$ cat src/rtl/input_ram_arb.sv
// Two-requester arbiter for the single-port input bit RAM: loader (A) and core (B).
// Optional conflict counter enabled by defining INPUT_RAM_ARB_STATS_EN.
module input_ram_arb #(
  parameter int unsigned BURST_MAX = 8
) (
  input  logic       clk,
  input  logic       rst,
  input  logic       a_req,
  input  logic       a_we,
  input  logic [9:0] a_addr,
  input  logic       a_wdata,
  output logic       a_gnt,
  output logic       a_rvalid,
  input  logic       b_req,
  input  logic [9:0] b_addr,
  output logic       b_gnt,
  output logic       b_rvalid,
  output logic       rdata,
  output logic [9:0] ram_addr,
  output logic       ram_we,
  output logic       ram_d,
  input  logic       ram_q,
  output logic       err,
  input  logic       err_clr
`ifdef INPUT_RAM_ARB_STATS_EN
  ,
  output logic [15:0] conflict_cnt
`endif
);

  typedef enum logic [1:0] {IDLE, OWN_A, OWN_B} state_t;

  localparam logic [3:0] BURST_LAST = 4'(BURST_MAX - 1);
  localparam logic [9:0] ADDR_LIMIT = 10'd784;

  state_t     state, next_state;
  logic [3:0] burst_cnt, burst_next;
  logic       rr_b;        // 1: B was served last
  logic [9:0] addr_q, sel_addr;
  logic       a_rv_q, b_rv_q, oor_q, oor;

  always_ff @(posedge clk or posedge rst) begin
    if (rst) begin
      state     <= IDLE;
      burst_cnt <= '0;
      rr_b      <= 1'b0;
      addr_q    <= '0;
      a_rv_q    <= 1'b0;
      b_rv_q    <= 1'b0;
      oor_q     <= 1'b0;
      err       <= 1'b0;
    end else begin
      state     <= next_state;
      burst_cnt <= burst_next;
      if (b_gnt)      rr_b <= 1'b1;
      else if (a_gnt) rr_b <= 1'b0;
      addr_q    <= sel_addr;
      a_rv_q    <= a_gnt & ~a_we;
      b_rv_q    <= b_gnt;
      oor_q     <= oor;
      if (oor)          err <= 1'b1;
      else if (err_clr) err <= 1'b0;
    end
  end

  // Grants are held low during reset so nothing reaches the RAM while rst is high.
  always_comb begin
    a_gnt = 1'b0;
    b_gnt = 1'b0;
    if (!rst) begin
      case (state)
        IDLE: begin
          if (a_req && b_req) begin
            a_gnt = rr_b;
            b_gnt = ~rr_b;
          end else begin
            a_gnt = a_req;
            b_gnt = b_req;
          end
        end
        OWN_A: begin
          if (a_req && (!b_req || burst_cnt < BURST_LAST)) a_gnt = 1'b1;
          else if (b_req)                                 b_gnt = 1'b1;
        end
        OWN_B: begin
          if (b_req && (!a_req || burst_cnt < BURST_LAST)) b_gnt = 1'b1;
          else if (a_req)                                 a_gnt = 1'b1;
        end
        default: ;
      endcase
    end

    next_state = IDLE;
    if (a_gnt)      next_state = OWN_A;
    else if (b_gnt) next_state = OWN_B;

    burst_next = '0;
    if ((state == OWN_A && a_gnt) || (state == OWN_B && b_gnt))
      burst_next = (burst_cnt == BURST_LAST) ? burst_cnt : burst_cnt + 4'd1;
  end

  always_comb begin
    sel_addr = addr_q;
    if (a_gnt)      sel_addr = a_addr;
    else if (b_gnt) sel_addr = b_addr;
    oor = (a_gnt | b_gnt) && (sel_addr >= ADDR_LIMIT);
  end

  assign ram_addr = sel_addr;
  assign ram_we   = a_gnt & a_we & (a_addr < ADDR_LIMIT);
  assign ram_d    = a_wdata;
  assign a_rvalid = a_rv_q;
  assign b_rvalid = b_rv_q;
  assign rdata    = ram_q & ~oor_q;

`ifdef INPUT_RAM_ARB_STATS_EN
  always_ff @(posedge clk or posedge rst) begin
    if (rst)
      conflict_cnt <= '0;
    else if (err_clr)
      conflict_cnt <= '0;
    else if (a_req && b_req && (a_gnt || b_gnt) && conflict_cnt != '1)
      conflict_cnt <= conflict_cnt + 16'd1;
  end
`endif

endmodule

$ cat config.mk
export PLATFORM = sky130hd
export DESIGN_NAME = input_ram_arb
export DESIGN_NICKNAME = d
export VERILOG_FILES = /design/src/rtl/input_ram_arb.sv
export SDC_FILE = /design/constraint.sdc
export NUM_CORES = 1
export LEC_CHECK = 0
export BUFFER_PORTS_ARGS = -buffer_cell sky130_fd_sc_hd__buf_2
export CORE_ASPECT_RATIO = 0.7
export CORE_UTILIZATION = 45
export CTS_BUF_LIST = sky130_fd_sc_hd__clkbuf_16
export CTS_CLUSTER_SIZE = 12
export DETAILED_ROUTE_END_ITERATION = 8
export PLACE_DENSITY_LB_ADDON = 0.1
export SLEW_MARGIN = 15
export SYNTH_ARGS = -nofsm -noshare
export SYNTH_HDL_FRONTEND = slang
export SYNTH_SLANG_ARGS = --single-unit
export TNS_END_PERCENT = 50
$ cat constraint.sdc
create_clock -name clk -period 6 [get_ports clk]
set_input_delay 1.5 -clock clk [delete_from_list [all_inputs] [get_ports clk]]
set_output_delay 1.5 -clock clk [all_outputs]
set_load 0.02 [all_outputs]
; ---- Yosys cells after proc, flatten, opt, wreduce, memory -nomap -nowiden
; Cells that the tools add are included.
[word_totals]
ff_bits = 21
word_cells = 60
[op_classes]
addsub = 1
n_lt_le_gt_ge = 3
eq_ne = 4
muxes = 22
bitwise_logic = 8
reduce_logical = 14
[op_table]
columns = operator, n
row1 = two-way mux 10 bit, 2
row2 = two-way mux 1 bit, 14
row3 = "greater-or-equal comparator 10 bit, second input constant", 1
row4 = "< comparator 10 bit, second input constant", 1
row5 = two-way mux 4 bit, 2
row6 = logical AND 1 bit, 6
row7 = one-hot mux 1 bit (3 select lines), 2
row8 = "adder 4 x 1 -> 4 bit, second input constant", 1
row9 = bitwise AND 1 bit, 4
row10 = "== test 4 x 3 -> 1 bit, second input constant", 1
row11 = "< comparator 4 x 3 -> 1 bit, second input constant", 1
row12 = two-way mux 2 bit, 2
row13 = nonzero test 2 bit, 2
row14 = logical OR 1 bit, 3
row15 = NOT 1 bit, 3
row16 = "== test 2 x 1 -> 1 bit, second input constant", 1
row17 = "== test 2 bit, second input constant", 1
row18 = logical NOT 1 bit, 2
row19 = logical NOT 2 bit, 1
row20 = "!= test 2 bit, second input constant", 1
row21 = OR 1 bit, 1

; ---- Logic depth before layout (Yosys ltp)
; Gate-level depths: netlist of run 1.
[logic_depth]
ltp_word = 11
depth_mapped = 8
mapped_depth_nobuf = 6

; ---- Worst setup path after synthesis of run 1
; OpenSTA, ideal clock, no wires.
[synth_path]
path_kind = input port to output port
start = in rst
end = out ram_addr[9]
arrival_ns = 3.038
required_ns = 4.500
path_slack_ns = 1.462
path_stages = 6
path_buffers = 1
path_cell_list = a21oi_1 nand3_2 nor2_2 buf_2 nor3_1 a211oi_1
[synth_between]
word_cells_on_any_way = 4
[synth_rtl]
columns = item, line_no
row1 = "start, declared", 7  ; input logic rst,
row2 = two-way mux 1 bit, 70  ; if (!rst) begin
row3 = net a_gnt, 12  ; output logic a_gnt,
row4 = two-way mux 10 bit, 104  ; if (a_gnt) sel_addr = a_addr;
row5 = "end, declared", 19  ; output logic [9:0] ram_addr,
; The timed path passes the listed nets, and every way through them passes these cells.

; ---- Final worst setup path of run 1
[layout_path]
start = in rst
end = out ram_addr[1]
[layout_between]
elab_chain_len = 3
word_cells_on_any_way = 4
[layout_lines]
columns = item, line_no
row1 = two-way mux 1 bit, 70
row2 = two-way mux 10 bit, 105  ; else if (b_gnt) sel_addr = b_addr;
row3 = two-way mux 10 bit *, 104
; Mark *: on every way between the ends. The rest lies on a longest branch, timed or not.

==> run metrics, run 1 <==
Distinct cells, synth 33; Worst Reg2Reg Path Length in Cells 6; number of nets in the layout 172; total negative setup slack 0 ns; highest-utilization routing layer at the global route stage met2; Post-synth EDFFs 0; Final setup violation count 0; I/O pin cnt 46; clock latency reported for the late side of the worst-skew pair 0.25 ns; number of gates given a new drive strength after cts 0; post-detail-place hpwl 1.86 mm; number of port buffers 43; met3 usage in global routing 5.86%; Fin Clk Skew 0.00786 ns; die outline area 0.00254 mm^2; All-Layer GR Usage 20.5%; endpoint required time on the critical path 4.50 ns; relative max-transition margin 47.1%; share of the yosys chip area belonging to registers 50.0%; clock buffer depth 2; Tightest Pin Transition 0.794 ns; Net Count, Synth 128; RSZ-0062 raised after global routing no; cells after synthesis 99; drt drc 0; Crit Path Category in2out; global routing met2 resource utilization 31.3%; number of clock buffers inserted by TritonCTS 3; pin count of the biggest net entering global routing 22; cell count after placement 170; # hold bufs at CTS 0; antenna violation net count after detailed routing 0; sort of element at the end of the critical path output pin; Fill cells 205; M1 GR Usage 28.8%; starting utilization of the core area 48.4%; dominant cell type by area after synthesis sky130_fd_sc_hd__dfrtp_1; minimum clock period 4.69 ns; fin. max-slew vios 0; CTS tree yes; Area contributors post-synth sky130_fd_sc_hd__dfrtp_1 (50%), sky130_fd_sc_hd__a22o_1 (7.5%), sky130_fd_sc_hd__a21o_1 (6.4%); overall routed net length 2.44 mm; overall via count from detail_route 927; Routed WL per cell 14.0 um; Antenna Diode Count 0; reg-to-reg setup timing slack 3.39 ns; largest driver fanout on the critical path 18; Achievable Freq 213 MHz; worst hold path depth 1; clock transition at the registers of the reported paths 0.06 ns; run status finished, final reports clean; TritonCTS sink count 21; number of global-route vias before repair 859; non-filler cells in the finished layout 174; root cell of the clock tree sky130_fd_sc_hd__clkbuf_16; layout cells sized above 1 35.9%; area growth from synthesis to layout 28.9%; worst hold endpoint addr_q[3]$_DFF_PP0_; RePlAce Congestion 0.744; top_reg_cell synth sky130_fd_sc_hd__dfrtp_1; type of element launching the critical path primary input; Warnings, synthesis 0; post-route fraction of the period consumed by the critical path 78.2%; ys async rst share 100%; Detailed Routing Iterations Pass 1 4; number of antenna violations at the first check in global routing 0; endpoint of the most critical register-to-register path oor_q$_DFF_PP0_; die width 59.8 um; worst-case hold slack 0.473 ns; 1st-iter DRT viols 24; wire length of the first global-routing pass 3.84 mm; static leakage 0.000730 uW; arrival time of the worst setup path 3.19 ns; # H-tree levels 1; count of final hold-check violations 0; Synth top cells by count sky130_fd_sc_hd__dfrtp_1 (21), sky130_fd_sc_hd__a21o_1 (9), sky130_fd_sc_hd__a22o_1 (9); Die Y-Extent 42.4 um; leading cell type by number of instances after synthesis sky130_fd_sc_hd__dfrtp_1; maximum vdd drop 189 uV; hold path startpoint addr_q[3]$_DFF_PP0_; proportion of netlist area held by the largest area contributor 50.0%; number of max-cap violations 0; average cell area after synthesis 10.6 um^2; DR vias/cell 5.33; post-CTS setup buffer count 0; netlist area before placement 0.00105 mm^2; path class of the lowest-slack min-delay path reg2reg; remaining global-route overflow 0; Site Rows 14; worst r2r src burst_cnt[0]$_DFFE_PP0P_; Core ar. 0.00217 mm^2; total power divided by cell area 308 mW/mm^2; synthesized flop and latch total 21
## through the flow
step           setup slack (ns)  cell area, um^2  power, uW  utilization [%]
2_1_floorplan              1.46             1050        245                -
3_3_place_gp               1.40             1270        277             58.7
3_5_place_dp               1.32             1270        281             58.7
4_1_cts                    1.33             1360        422             62.4
5_1_grt                    1.17             1360        438             62.4
6_report                   1.31             1360        417             62.4
## how the worst max path moves through the flow
stage                     depth (start not counted)  slack (ns)  startpoint          end
after floorplan                                   6        1.46         rst  ram_addr[9]
after global placement                            7        1.40         rst  ram_addr[1]
after detailed placement                          7        1.32         rst  ram_addr[9]
after CTS                                         7        1.33         rst  ram_addr[9]
after global routing                              7        1.17         rst  ram_addr[9]
final                                             7        1.31         rst  ram_addr[1]
## cell usage in the layout (no fill, tap or decap), types with 2 or more instances in the layout
cell type	synthesis	final
sky130_fd_sc_hd__a21o_1	9	9
sky130_fd_sc_hd__a21oi_1	4	4
sky130_fd_sc_hd__a22o_1	9	9
sky130_fd_sc_hd__a22oi_1	2	2
sky130_fd_sc_hd__buf_2	1	43
sky130_fd_sc_hd__clkbuf_16	0	3
sky130_fd_sc_hd__dfrtp_1	21	21
sky130_fd_sc_hd__inv_1	4	4
sky130_fd_sc_hd__nand2_1	5	5
sky130_fd_sc_hd__nand3_1	5	5
sky130_fd_sc_hd__nor2_1	4	4
sky130_fd_sc_hd__nor2b_1	3	3
sky130_fd_sc_hd__nor3_1	6	6
sky130_fd_sc_hd__o21ai_0	3	3
sky130_fd_sc_hd__o311a_1	2	2
sky130_fd_sc_hd__or4_1	2	2
## cell families (layout without fill, tap and decap cells)
| kind of cell | Yosys count | count (layout) | synth area share (%) |
|---|---|---|---|
| muxes | 1 | 1 | 0.952 |
| xor gates and xnor gates | 1 | 1 | 0.833 |
| adders and majority gates | 1 | 1 | 1.19 |
| AOI/OAI and AO/OA | 33 | 33 | 24.3 |
| buffers and inverters | 8 | 51 | 4.40 |
| DFF | 21 | 21 | 50.0 |
| and+or+nand+nor | 34 | 34 | 18.3 |
## sequential cells by signal (all words and copies together), names as in the netlist
| register | flops |
|---|---|
| addr_q | 10 |
| burst_cnt | 4 |
| state | 2 |
| a_rvalid | 1 |
| b_rvalid | 1 |
| err | 1 |
| oor_q | 1 |
| rr_b | 1 |
## worst max-delay path, stage by stage
cell                      delay [ns]
sky130_fd_sc_hd__buf_2          0.10
sky130_fd_sc_hd__a21oi_1        0.24
sky130_fd_sc_hd__nand3_2        0.16
sky130_fd_sc_hd__nor2_2         0.62
sky130_fd_sc_hd__nor2_4         0.16
sky130_fd_sc_hd__a21o_1         0.24
sky130_fd_sc_hd__buf_2          0.16
## power by group
part	internal, uW	leakage (uW)	total [uW]	switching [uW]
Combinational	42.3	0.000421	106	63.9
Clock	89.4	0.0000409	139	49.5
Sequential	162	0.000269	172	10.6
## cell type report
cell class	count	area [um^2]	share of cell area, %
multi-input combinational	70	479	35.4
tap	32	40.0	2.95
inverter	4	15.0	1.11
clock buffer	3	75.1	5.54
sequential	21	526	38.8
clock inverter	1	5.00	0.369
timing repair buffer	43	215	15.9
## layer usage
metal	share of wire, %	routed length, um
met5	0	0
met2	45	1100
met4	0	0
met3	6.5	158
met1	48	1180
Note: power is estimated with default switching activity, not from simulation.
==> run 2: changes to the inputs <==
--- a/config.mk
+++ b/config.mk
@@ -7,7 +7,7 @@
 export LEC_CHECK = 0
 export BUFFER_PORTS_ARGS = -buffer_cell sky130_fd_sc_hd__buf_2
 export CORE_ASPECT_RATIO = 0.7
-export CORE_UTILIZATION = 45
+export CORE_UTILIZATION = 41
 export CTS_BUF_LIST = sky130_fd_sc_hd__clkbuf_16
 export CTS_CLUSTER_SIZE = 12
 export DETAILED_ROUTE_END_ITERATION = 8
==> constraint.sdc (replaced) <==
create_clock -name clk -period 4.2 [get_ports clk]
set_input_delay 1.05 -clock clk [delete_from_list [all_inputs] [get_ports clk]]
set_output_delay 1.05 -clock clk [all_outputs]
set_load 0.02 [all_outputs]
==> run 2 against run 1 <==
  * Die area rose by 9.4%
  * Global-route usage down 1.4 points
  * Critical path depth unchanged
  * Largest cell class unchanged
  * Register-to-register slack worse by 1.6 ns
  * Sequential power rose by 42%
  * Largest power group unchanged
  * Clock power is 42% higher
  * Hold slack worse by 0.0011 ns
==> run metrics, run 2 (synthesis gave the netlist of run 1 again) <==
relative max-transition margin 47.1%; 1st-iter DRT viols 41; cell area after layout 0.00136 mm^2; maximum vdd drop 301 uV; sort of element at the end of the critical path output pin; count of final hold-check violations 0; number of gates given a new drive strength after cts 0; post-route fraction of the period consumed by the critical path 90.1%; CTS tree yes; remaining global-route overflow 0; Fill cells 215; Core ar. 0.00228 mm^2; highest-utilization routing layer at the global route stage met2; DR vias/cell 5.43; drt drc 0; Critical Path End ram_addr[9]; Worst Reg2Reg Path Length in Cells 6; endpoint required time on the critical path 3.15 ns; All-Layer GR Usage 19.1%; global routing met2 resource utilization 30.0%; type of element launching the critical path primary input; endpoint of the most critical register-to-register path oor_q$_DFF_PP0_; RePlAce Congestion 0.815; met3 usage in global routing 7.22%; I/O pin cnt 46; reg-to-reg setup timing slack 1.80 ns; area growth from synthesis to layout 29.6%; clock buffer depth 2; pin count of the biggest net entering global routing 22; largest driver fanout on the critical path 18; number of port buffers 43; Die Y-Extent 44.4 um; static leakage 0.000736 uW; Crit Path Category in2out; M1 GR Usage 24.4%; Antenna Diode Count 0; most frequent cells in the layout sky130_fd_sc_hd__buf_2 (43), sky130_fd_sc_hd__dfrtp_1 (21), sky130_fd_sc_hd__a22o_1 (9), sky130_fd_sc_hd__a21o_1 (9), sky130_fd_sc_hd__nor3_1 (6); # H-tree levels 1; arrival time of the worst setup path 2.73 ns; path class of the lowest-slack min-delay path reg2reg; antenna violation net count after detailed routing 0; final core utilization 59.8%; RSZ-0062 raised after global routing no; number of clock buffers inserted by TritonCTS 3; Tightest Pin Transition 0.793 ns; layout cells sized above 1 36.4%; Site Rows 14; number of max-cap violations 0; post-CTS setup buffer count 0; wire length of the first global-routing pass 3.99 mm; TritonCTS sink count 21; clock transition at the registers of the reported paths 0.06 ns; register with the most flip-flops addr_q; total power divided by cell area 436 mW/mm^2; die width 62.5 um; number of antenna violations at the first check in global routing 0; Fin Clk Skew 0.00296 ns; post-detail-place hpwl 1.86 mm; root cell of the clock tree sky130_fd_sc_hd__clkbuf_16; worst hold path depth 1; cell area reported after detailed placement 0.00128 mm^2; number of nets in the layout 173; die outline area 0.00277 mm^2; Critical Path Start rst; most frequent standard cell in the layout excluding fill and tap cells sky130_fd_sc_hd__buf_2; fin. max-slew vios 0; overall routed net length 2.44 mm; minimum clock period 3.78 ns; number of global-route vias before repair 906; starting utilization of the core area 46.2%; overall via count from detail_route 950; run status finished, final reports clean; Achievable Freq 264 MHz; clock latency reported for the late side of the worst-skew pair 0.25 ns; total negative setup slack 0 ns; # hold bufs at CTS 0; Final setup violation count 0; worst r2r src burst_cnt[0]$_DFFE_PP0P_; worst-case hold slack 0.472 ns; Routed WL per cell 13.9 um; Detailed Routing Iterations Pass 1 4; largest registers addr_q (10), burst_cnt (4), state (2); flip-flop count of the largest register, all copies and words added 10
run 2: cell types whose count changed in the layout (fill, tap and decap cells not counted), sizes merged:
cell / before / now
buf: 43 / 44
run 2: through the flow:
step | setup slack [ns] | total power (uW) | std cells
CTS | 0.427 | 601 | 175
global route | 0.257 | 625 | 175
detailed placement | 0.424 | 401 | 171
global placement | 0.487 | 397 | 171
finish | 0.416 | 593 | 175
floorplan | 0.562 | 350 | 99
run 2: worst min path at each step:
stage,start,endpoint,slack (ns)
floorplan,rr_b$_DFFE_PP0P_,rr_b$_DFFE_PP0P_,0.50
global placement,addr_q[0]$_DFF_PP0_,addr_q[0]$_DFF_PP0_,0.45
detailed placement,addr_q[2]$_DFF_PP0_,addr_q[2]$_DFF_PP0_,0.46
CTS,addr_q[2]$_DFF_PP0_,addr_q[2]$_DFF_PP0_,0.48
global route,addr_q[2]$_DFF_PP0_,addr_q[2]$_DFF_PP0_,0.49
finish,addr_q[2]$_DFF_PP0_,addr_q[2]$_DFF_PP0_,0.47
run 2: routing by layer:
| metal | routed length, um | share of wire (%) |
|---|---|---|
| met5 | 0 | 0 |
| met1 | 1160 | 47 |
| met2 | 1080 | 44 |
| met3 | 186 | 7.6 |
| met4 | 18 | 0.74 |
run 2: worst max-delay path: stages:
cell and delay [ns]:
sky130_fd_sc_hd__buf_2 0.10, sky130_fd_sc_hd__a21oi_1 0.23, sky130_fd_sc_hd__nand3_2 0.17, sky130_fd_sc_hd__nor2_2 0.61, sky130_fd_sc_hd__nor3_1 0.10, sky130_fd_sc_hd__a211oi_1 0.24
sky130_fd_sc_hd__buf_2 0.22
run 2: power breakdown:
part / leakage [uW] / switching, uW / internal, uW / total [uW]
sequential: 0.000269 / 14.6 / 231 / 245
clock: 0.0000409 / 69.0 / 128 / 197
combinational: 0.000426 / 90.2 / 61.2 / 151
total: 0.000736 / 174 / 420 / 593
run 2: final cells by class:
class	instances	area (um^2)	area share [%]
Multi-Input combinational cell	70	479	35.2
Clock inverter	1	5.00	0.367
Clock buffer	3	75.1	5.51
Inverter	4	15.0	1.10
Timing Repair Buffer	44	223	16.3
Sequential cell	21	526	38.6
Tap cell	32	40.0	2.94
